### src/rtl/serial_subtractor_pkg.sv
// Shared definitions for the bit-serial subtractor: FSM state encodings and default width.
package serial_subtractor_pkg;

  localparam int DEF_WIDTH = 8;

  typedef enum logic [1:0] {
    ST_IDLE  = 2'd0,
    ST_SHIFT = 2'd1,
    ST_DONE  = 2'd2
  } state_e;

endpackage

### src/rtl/serial_subtractor_full_subtractor.sv
// One-bit full subtractor cell: D = A - B - Bin, Bout set when the bit borrows.
module full_subtractor (
  input  logic A,
  input  logic B,
  input  logic Bin,
  output logic D,
  output logic Bout
);

  assign D    = A ^ B ^ Bin;
  assign Bout = (~A & B) | (~(A ^ B) & Bin);

endmodule

### src/rtl/serial_subtractor.sv
// Bit-serial WIDTH-bit subtractor, LSB first, one bit per clock through a single full_subtractor.
// Results appear on entry to DONE and are held until the next one completes.
module serial_subtractor
  import serial_subtractor_pkg::*;
#(
  parameter int WIDTH = DEF_WIDTH
) (
  input  logic             clk,
  input  logic             rst_n,
  input  logic             start,
  input  logic [WIDTH-1:0] A,
  input  logic [WIDTH-1:0] B,
  input  logic             Bin,
  output logic             busy,
  output logic             done,
  output logic [WIDTH-1:0] Diff,
  output logic             Bout,
  output logic             overflow
);

  localparam int CW = $clog2(WIDTH);
  localparam logic [CW-1:0] LAST = CW'(WIDTH - 1);

  state_e           state_q, state_d;
  logic [WIDTH-1:0] a_q, a_d, b_q, b_d, shd_q, shd_d, diff_q, diff_d;
  logic [CW-1:0]    cnt_q, cnt_d;
  logic             brw_q, brw_d;
  logic             a_msb_q, a_msb_d, b_msb_q, b_msb_d;
  logic             busy_q, busy_d, done_q, done_d, bout_q, bout_d, ovf_q, ovf_d;
  logic             fs_d, fs_bout;

  full_subtractor u_fs (
    .A   (a_q[0]),
    .B   (b_q[0]),
    .Bin (brw_q),
    .D   (fs_d),
    .Bout(fs_bout)
  );

  always_comb begin
    state_d = state_q;
    a_d     = a_q;
    b_d     = b_q;
    shd_d   = shd_q;
    diff_d  = diff_q;
    cnt_d   = cnt_q;
    brw_d   = brw_q;
    a_msb_d = a_msb_q;
    b_msb_d = b_msb_q;
    busy_d  = busy_q;
    done_d  = 1'b0;
    bout_d  = bout_q;
    ovf_d   = ovf_q;
    unique case (state_q)
      ST_IDLE, ST_DONE: begin
        if (start) begin
          a_d     = A;
          b_d     = B;
          brw_d   = Bin;
          a_msb_d = A[WIDTH-1];
          b_msb_d = B[WIDTH-1];
          shd_d   = '0;
          cnt_d   = '0;
          busy_d  = 1'b1;
          state_d = ST_SHIFT;
        end else begin
          busy_d  = 1'b0;
          state_d = ST_IDLE;
        end
      end
      ST_SHIFT: begin
        a_d   = a_q >> 1;
        b_d   = b_q >> 1;
        shd_d = {fs_d, shd_q[WIDTH-1:1]};
        brw_d = fs_bout;
        cnt_d = cnt_q + 1'b1;
        // The last bit is folded straight into the visible result, so the shadow never leaks.
        if (cnt_q == LAST) begin
          cnt_d   = '0;
          diff_d  = {fs_d, shd_q[WIDTH-1:1]};
          bout_d  = fs_bout;
          ovf_d   = (a_msb_q != b_msb_q) && (fs_d != a_msb_q);
          busy_d  = 1'b0;
          done_d  = 1'b1;
          state_d = ST_DONE;
        end
      end
      default: begin
        busy_d  = 1'b0;
        state_d = ST_IDLE;
      end
    endcase
  end

  always_ff @(posedge clk or negedge rst_n) begin
    if (!rst_n) begin
      state_q <= ST_IDLE;
      a_q     <= '0;
      b_q     <= '0;
      shd_q   <= '0;
      diff_q  <= '0;
      cnt_q   <= '0;
      brw_q   <= 1'b0;
      a_msb_q <= 1'b0;
      b_msb_q <= 1'b0;
      busy_q  <= 1'b0;
      done_q  <= 1'b0;
      bout_q  <= 1'b0;
      ovf_q   <= 1'b0;
    end else begin
      state_q <= state_d;
      a_q     <= a_d;
      b_q     <= b_d;
      shd_q   <= shd_d;
      diff_q  <= diff_d;
      cnt_q   <= cnt_d;
      brw_q   <= brw_d;
      a_msb_q <= a_msb_d;
      b_msb_q <= b_msb_d;
      busy_q  <= busy_d;
      done_q  <= done_d;
      bout_q  <= bout_d;
      ovf_q   <= ovf_d;
    end
  end

  assign busy     = busy_q;
  assign done     = done_q;
  assign Diff     = diff_q;
  assign Bout     = bout_q;
  assign overflow = ovf_q;

endmodule
### config.mk
export PLATFORM = sky130hd
export DESIGN_NAME = serial_subtractor
export DESIGN_NICKNAME = d
export VERILOG_FILES = /design/src/rtl/serial_subtractor_pkg.sv /design/src/rtl/serial_subtractor_full_subtractor.sv /design/src/rtl/serial_subtractor.sv
export SDC_FILE = /design/constraint.sdc
export NUM_CORES = 1
export LEC_CHECK = 0
export BUFFER_PORTS_ARGS = -buffer_cell sky130_fd_sc_hd__clkbuf_2
export CORE_MARGIN = 2
export CORE_UTILIZATION = 49
export CTS_CLUSTER_DIAMETER = 120
export CTS_CLUSTER_SIZE = 20
export DETAILED_ROUTE_END_ITERATION = 16
export PLACE_DENSITY = 0.74
export SETUP_SLACK_MARGIN = 0.15
export SLEW_MARGIN = 40
export SYNTH_ARGS = -nofsm -noshare
export SYNTH_HDL_FRONTEND = slang
export SYNTH_SLANG_ARGS = --single-unit
### constraint.sdc
create_clock -name clk -period 1.55 [get_ports clk]
set_input_delay 0.155 -clock clk [delete_from_list [all_inputs] [get_ports clk]]
set_output_delay 0.155 -clock clk [all_outputs]
set_load 0.03 [all_outputs]
==> results.md, run 1 <==
- DRC: 0
- Final GP Congestion: between 0.7 and 0.8
- Core Box Area: 0.00361 mm^2
- Post-synth top cells: 43 x dfrtp_1, 36 x nand2_1, 16 x nor2_1
- P&R area growth vs syn: 21.3%
- Critical Path Start: brw_q
- Switching Fraction: 38.9%
- Worst r2r dst: overflow
- Sw power: between 1500 and 2000 uW
- Worst setup path category: reg2reg
- Initial Util: 50.4%
- Power share of the clock group: 17.7%
- Cell taking the most area after synthesis: dfrtp_1
- Row count: 22
- Largest net degree at the start of global routing: 21
- Cell area after layout: between 0.002 and 0.0025 mm^2
- Status: finished, final reports clean
- Sink Count: 43
- Netlist Area Pre-Place: between 0.0015 and 0.002 mm^2
- Crit start category: flip-flop
- Min Tclk post-route: 1460 ps
- DP Worst Slack: between 100 and 150 ps
- Initial antenna violation count: 0
- H-tree depth: 2
- Routed wl met3: about 150 um
- Worst Slack Setup Final: around 93 ps
- Dpl cell area: roughly 0.0020 mm^2
- Vias per cell: 5.28
- CTS tree: built
- Avg WL per Cell: ~15 um
- Post-Synthesis Cells: 161
- Min-delay worst type: in2reg
- Peak Freq: 686 MHz
- IO Pins: 32
- Ant. Diodes: 0
- Int Pwr: 3030 uW
- Synth Flop Type: dfrtp_1
- Iter 0 DRT Violations: between 100 and 150
- CP endpoint kind: flip-flop
- Drt pass-1 iters: 4
- Clock skew: between 7 and 8 ps
- Flop pwr share: 40.1%
- Max VDD drop: slightly above 1 mV
- Reg-to-reg setup timing slack: 90 ps
- Tcrit/Tclk final: between 90 and 100%
- Final net count: around 230
- Yosys Warn Count: 0
- Clock Path Buffers: 2
- First-pass GRT wire length: between 6 and 7 mm
- Via Count: about 1300
- Worst reg2reg path depth: 5
- Wire length on met2: between 2 and 2.5 mm
- Seq/Total Area, Yosys: between 50% and 60%
- Comb power frac: 42.2%
- Worst EP arrival: 1650 ps
- Worst setup endpoint: overflow
- DPL Wire Length: 2.61 mm
- Crit path max fanout: 4
- Syn avg cell area: roughly 11 um^2
- CTS root buffer: clkbuf_8
- Vias in the first global route: ~1300
- CTS buffer count: 5
- Worst EP required: ~1800 ps
- Post-Layout Cell Count: roughly 250
- Reg clk slew, reported paths: approximately 90 ps
- Clock latency on the worst-skew pair: about 300 ps
- Number of synthesized flops with an enable pin: 0
- Met1 WL: 1.64 mm
- Hold Vio Cnt, Final: 0
- Die area: 0.00421 mm^2
- Die Ht: between 60 and 70 um
- Top-count cell post-synth: dfrtp_1
- Distinct cells, synth: 27
- Placed Cells: ~240
- Synthesized net count: between 150 and 200
- Max Cap Viol: 0
- Total Wirelength: approximately 3.9 mm
- Slew HR: between 60% and 70%
- Final setup vio count: 0
- Synth area leaders: dfrtp_1 59%, nand2_1 7.4%, mux2_2 5.0%
- Share of the synthesized area in the top cell type: between 50% and 60%
- Unrepaired setup endpoints after global routing: true
- GRT overflow: 0
- Antenna viol nets, final: 0
- Number of synthesized register bits: 43
- Pwr per Cell Area: between 2000 and 2500 mW/mm^2
- PortBufs: 31
- Leak: 0.00112 uW
- Worst Max-Slew Pin Slew: 459 ps
- Reg-to-Reg Start: brw_q
- Die X-Extent: between 60 and 70 um
- Async set-reset flop share out of synthesis: 100%
- Share of cells above drive strength 1: about a third
- Max layer used: met4
- Slew Limit Fails: 0
- Setup TNS: 0 ps
- Gr usage total: between 10% and 20%
-- critical path, stage by stage (launching register included) --
cell and delay, ps:
dfrtp_1 360, inv_1 70, fa_1 540, and3b_1 190, a21oi_1 110, o21ai_1 70
-- power by group through the flow --
stage	logic, uW	clock network (uW)	registers [uW]
after CTS	2000	888	1970
final	2090	878	1980
after global routing	2290	938	2040
after detailed placement	1960	0	1990
after floorplan	1290	0	2160
after global placement	1850	0	1950
-- cells by family after synthesis --
logic type | after synthesis | synth area share, %
multiplexers | 8 | 4.96
AND/OR/NAND/NOR | 60 | 14.9
flip-flops | 43 | 59.2
AO/OA/AOI/OAI | 32 | 12.7
buffers and inverters | 15 | 5.72
adder cells (fa/ha/maj) | 3 | 2.48
-- timing repair --
| item | CTS | global route |
|---|---|---|
| pin swaps | 2 | 2 |
| hold buffers | 1 | 0 |
| hold endpoints to repair | 17 | 0 |
| gates resized for setup | 2 | 2 |
| cloned | 0 | 1 |
| setup buffers | 2 | 3 |
| endpoints found under the setup margin | 9 | 23 |
-- routing by layer --
| layer | track usage, % | vias to the layer above |
|---|---|---|
| li1 | - | 637 |
| met1 | 23.9 | 668 |
| met2 | 31.4 | 26 |
| met3 | 4.34 | 5 |
| met4 | 7.45 | 0 |
| met5 | 0 | - |
-- worst min-delay path by stage --
stage          cells past startpoint   from  endpoint  slack, ps
4_1_cts                            3   A[7]   a_msb_q         60
2_1_floorplan                      0  rst_n      Bout       -140
3_5_place_dp                       1  rst_n      done        120
6_report                           3   A[7]   a_msb_q         70
3_3_place_gp                       1  rst_n      done        120
5_1_grt                            3   A[1]    a_q[1]         90
-- layout by cell type (no fill, tap or decap), types with 2 or more instances in the layout --
cell type / count
buf_4: 13
mux2_2: 8
nand2_1: 36
nor2_1: 16
a31oi_1: 14
dfrtp_1: 43
nand3b_4: 2
clkbuf_8: 5
a22o_1: 10
nand2b_1: 2
clkbuf_2: 31
inv_1: 4
o21ai_0: 2
-- cell type report --
type                            count  area [um^2]
Clock inverter                      3         43.8
Timing Repair Buffer               45          263
Fill cell                         302         1400
Clock buffer                        5         68.8
Sequential cell                    43         1080
Tap cell                           48         60.1
Multi-Input combinational cell    104          673
Inverter                            5         18.8
-- stage by stage --
stage / util [%] / hold slack, ps / total power, uW
4_1_cts: 59.9 / 62.4 / 4860
2_1_floorplan: - / -141 / 3440
5_1_grt: 61.1 / 85.1 / 5270
3_3_place_gp: 56.1 / 116 / 3790
6_report: 61.1 / 72.7 / 4950
3_5_place_dp: 56.1 / 124 / 3950
-- sequential cells by signal, indices dropped and copies added (netlist names) --
signal / count
busy: 1
cnt_q: 3
done: 1
state_q: 2
b_q: 8
Diff: 8
b_msb_q: 1
overflow: 1
shd_q: 7
a_msb_q: 1
brw_q: 1
Bout: 1
a_q: 8
Note: power is estimated with default switching activity, not from simulation.
==> run 2: changes to the inputs <==
- CORE_UTILIZATION: 49 -> 31
- PLACE_DENSITY: 0.74 -> unset
- RECOVER_POWER: unset -> 25
==> run 2 against run 1 <==
Die area rose by 54%. Clock power is 19% lower. Setup slack better by 70 ps.
==> results.md, run 2 (synthesis results as in run 1) <==
- Reg-to-Reg Start: brw_q
- Slew Limit Fails: 0
- Placed Cells: about 260
- Hold Vio Cnt, Final: 0
- Crit start category: flip-flop
- Final net count: between 200 and 250
- Worst r2r dst: overflow
- Unrepaired setup endpoints after global routing: true
- DPL Wire Length: about 2.3 mm
- Clock skew: approximately 3.1 ps
- Final setup vio count: 0
- GRT overflow: 0
- Power share of the clock group: 15.2%
- Switching Fraction: a little under two fifths
- Antenna viol nets, final: 0
- P&R area growth vs syn: 21.1%
- Int Pwr: between 2000 and 3000 uW
- Worst setup path category: reg2reg
- Vias per cell: 4.61
- Most frequent cells in the layout: 43 x dfrtp_1, 36 x nand2_1, 31 x clkbuf_2
- CTS root buffer: clkbuf_8
- DRC: 0
- Comb power frac: a little over two fifths
- Commonest non-fill, non-tap cell in the layout: dfrtp_1
- Sw power: roughly 1800 uW
- Reg clk slew, reported paths: 80 ps
- Die Ht: approximately 80 um
- Drt pass-1 iters: 4
- Flop pwr share: between 40% and 50%
- Core Box Area: 0.00557 mm^2
- Final GP Congestion: just under 0.7
- Reg-to-reg setup timing slack: 160 ps
- Instance count on the critical path: 5
- Initial Util: between 30% and 40%
- Worst setup endpoint: overflow
- Largest net degree at the start of global routing: between 40 and 50
- Crit path buf inv count: 1
- IO Pins: 32
- Max Cap Viol: 0
- CTS buffer count: 5
- Min Tclk post-route: 1390 ps
- Avg WL per Cell: between 10 and 15 um
- Delay-heaviest family, CP: adder cells
- Tcrit/Tclk final: 89.4%
- Peak Freq: just over 700 MHz
- Worst EP arrival: between 1500 and 2000 ps
- Worst EP required: ~1700 ps
- Min-delay worst type: in2reg
- Via Count: between 1000 and 1500
- Crit-path max cell delay: about 470 ps
- Worst reg2reg path depth: 5
- Crit path max fanout: 4
- Post-Route Utilization: about 39%
- Vias in the first global route: roughly 1300
- Post-Layout Cell Count: between 200 and 300
- Clock Path Buffers: 2
- Worst Max-Slew Pin Slew: 951 ps
- Gr usage total: about an eighth
- Critical Path Start: brw_q
- Die X-Extent: between 80 and 90 um
- Sink Count: 43
- H-tree depth: 2
- Setup TNS: 0 ps
- Iter 0 DRT Violations: 86
- PortBufs: 31
- Share of cells above drive strength 1: 33.5%
- Row count: 27
- Clock latency on the worst-skew pair: roughly 290 ps
- Initial antenna violation count: 0
- First-pass GRT wire length: ~6.0 mm
- Worst-path cell chain: inv_1 > fa_2 > and3b_1 > a21oi_1 > o21ai_1
- Slew HR: a little over a third
- Leak: around 0.0011 uW
- Max VDD drop: 0.646 mV
- Ant. Diodes: 0
- Pwr per Cell Area: ~2100 mW/mm^2
- Status: finished, final reports clean
- Slowest-stage cell, CP: fa_2
- CP endpoint kind: flip-flop
- Die area: about 0.0065 mm^2
- Total Wirelength: 3.47 mm
- CTS tree: built
run 2: cell types whose count changed in the layout (fill, tap and decap cells not counted), sizes merged:
| cell | before | now |
|---|---|---|
| buf | 13 | 12 |
| bufinv | 1 | 0 |
| clkbuf | 36 | 37 |
| clkinv | 2 | 1 |
run 2: timing repair:
| action | CTS | global route |
|---|---|---|
| endpoints found under the hold margin | 43 | 0 |
| buffers inserted | 1 | 4 |
| gates cloned | 0 | 1 |
| pin swaps | 2 | 1 |
| hold buffers | 1 | 0 |
| gates resized for setup | 2 | 3 |
| setup endpoints to repair | 9 | 23 |
run 2: worst min-delay path by stage:
| stage | start | to | slack [ps] | depth (start not counted) |
|---|---|---|---|---|
| 2_1_floorplan | rst_n | Bout | -140 | 0 |
| 3_5_place_dp | rst_n | shd_q[5] | 260 | 2 |
| 3_3_place_gp | rst_n | shd_q[5] | 260 | 2 |
| 6_report | B[7] | b_msb_q | 80 | 3 |
| 5_1_grt | A[7] | a_msb_q | 80 | 3 |
| 4_1_cts | B[7] | b_msb_q | 70 | 3 |
run 2: worst min-delay path, cell delays in order:
cell and delay [ps]:
clkbuf_2 100, nand2_1 50, nand2_1 40
run 2: through the flow:
| stage | setup slack, ps | instance area (um^2) | hold WS (ps) | total power [uW] |
|---|---|---|---|---|
| after floorplan | 160 | 1830 | -141 | 3440 |
| after global placement | 153 | 2040 | 263 | 3840 |
| after detailed placement | 125 | 2040 | 260 | 3880 |
| after CTS | 136 | 2150 | 75.0 | 4610 |
| after global routing | 103 | 2200 | 83.6 | 5090 |
| final | 164 | 2200 | 81.2 | 4680 |
run 2: area by class of cell:
class | instances | area, um^2
Fill cell | 562 | 3370
Sequential cell | 43 | 1080
Multi-Input combinational cell | 104 | 676
Timing Repair Buffer | 44 | 253
Tap cell | 72 | 90.1
Clock buffer | 6 | 82.6
Inverter | 5 | 18.8
Clock inverter | 1 | 5.00
run 2: metal layers:
metal / wire [um] / vias up / GRT usage [%] / part of all wire [%]
met5: 0 / - / 0 / 0
met4: 78 / 0 / 6.10 / 2.2
met3: 141 / 8 / 3.03 / 4.1
met2: 1510 / 24 / 17.8 / 44
met1: 1740 / 600 / 17.0 / 50
li1: - / 635 / - / -
run 2: power by group through the flow:
| stage | logic [uW] | clock network [uW] | registers (uW) |
|---|---|---|---|
| 2_1_floorplan | 1290 | 0 | 2160 |
| 3_3_place_gp | 1880 | 0 | 1960 |
| 3_5_place_dp | 1910 | 0 | 1970 |
| 4_1_cts | 1930 | 730 | 1950 |
| 5_1_grt | 2280 | 783 | 2030 |
| 6_report | 2010 | 712 | 1960 |
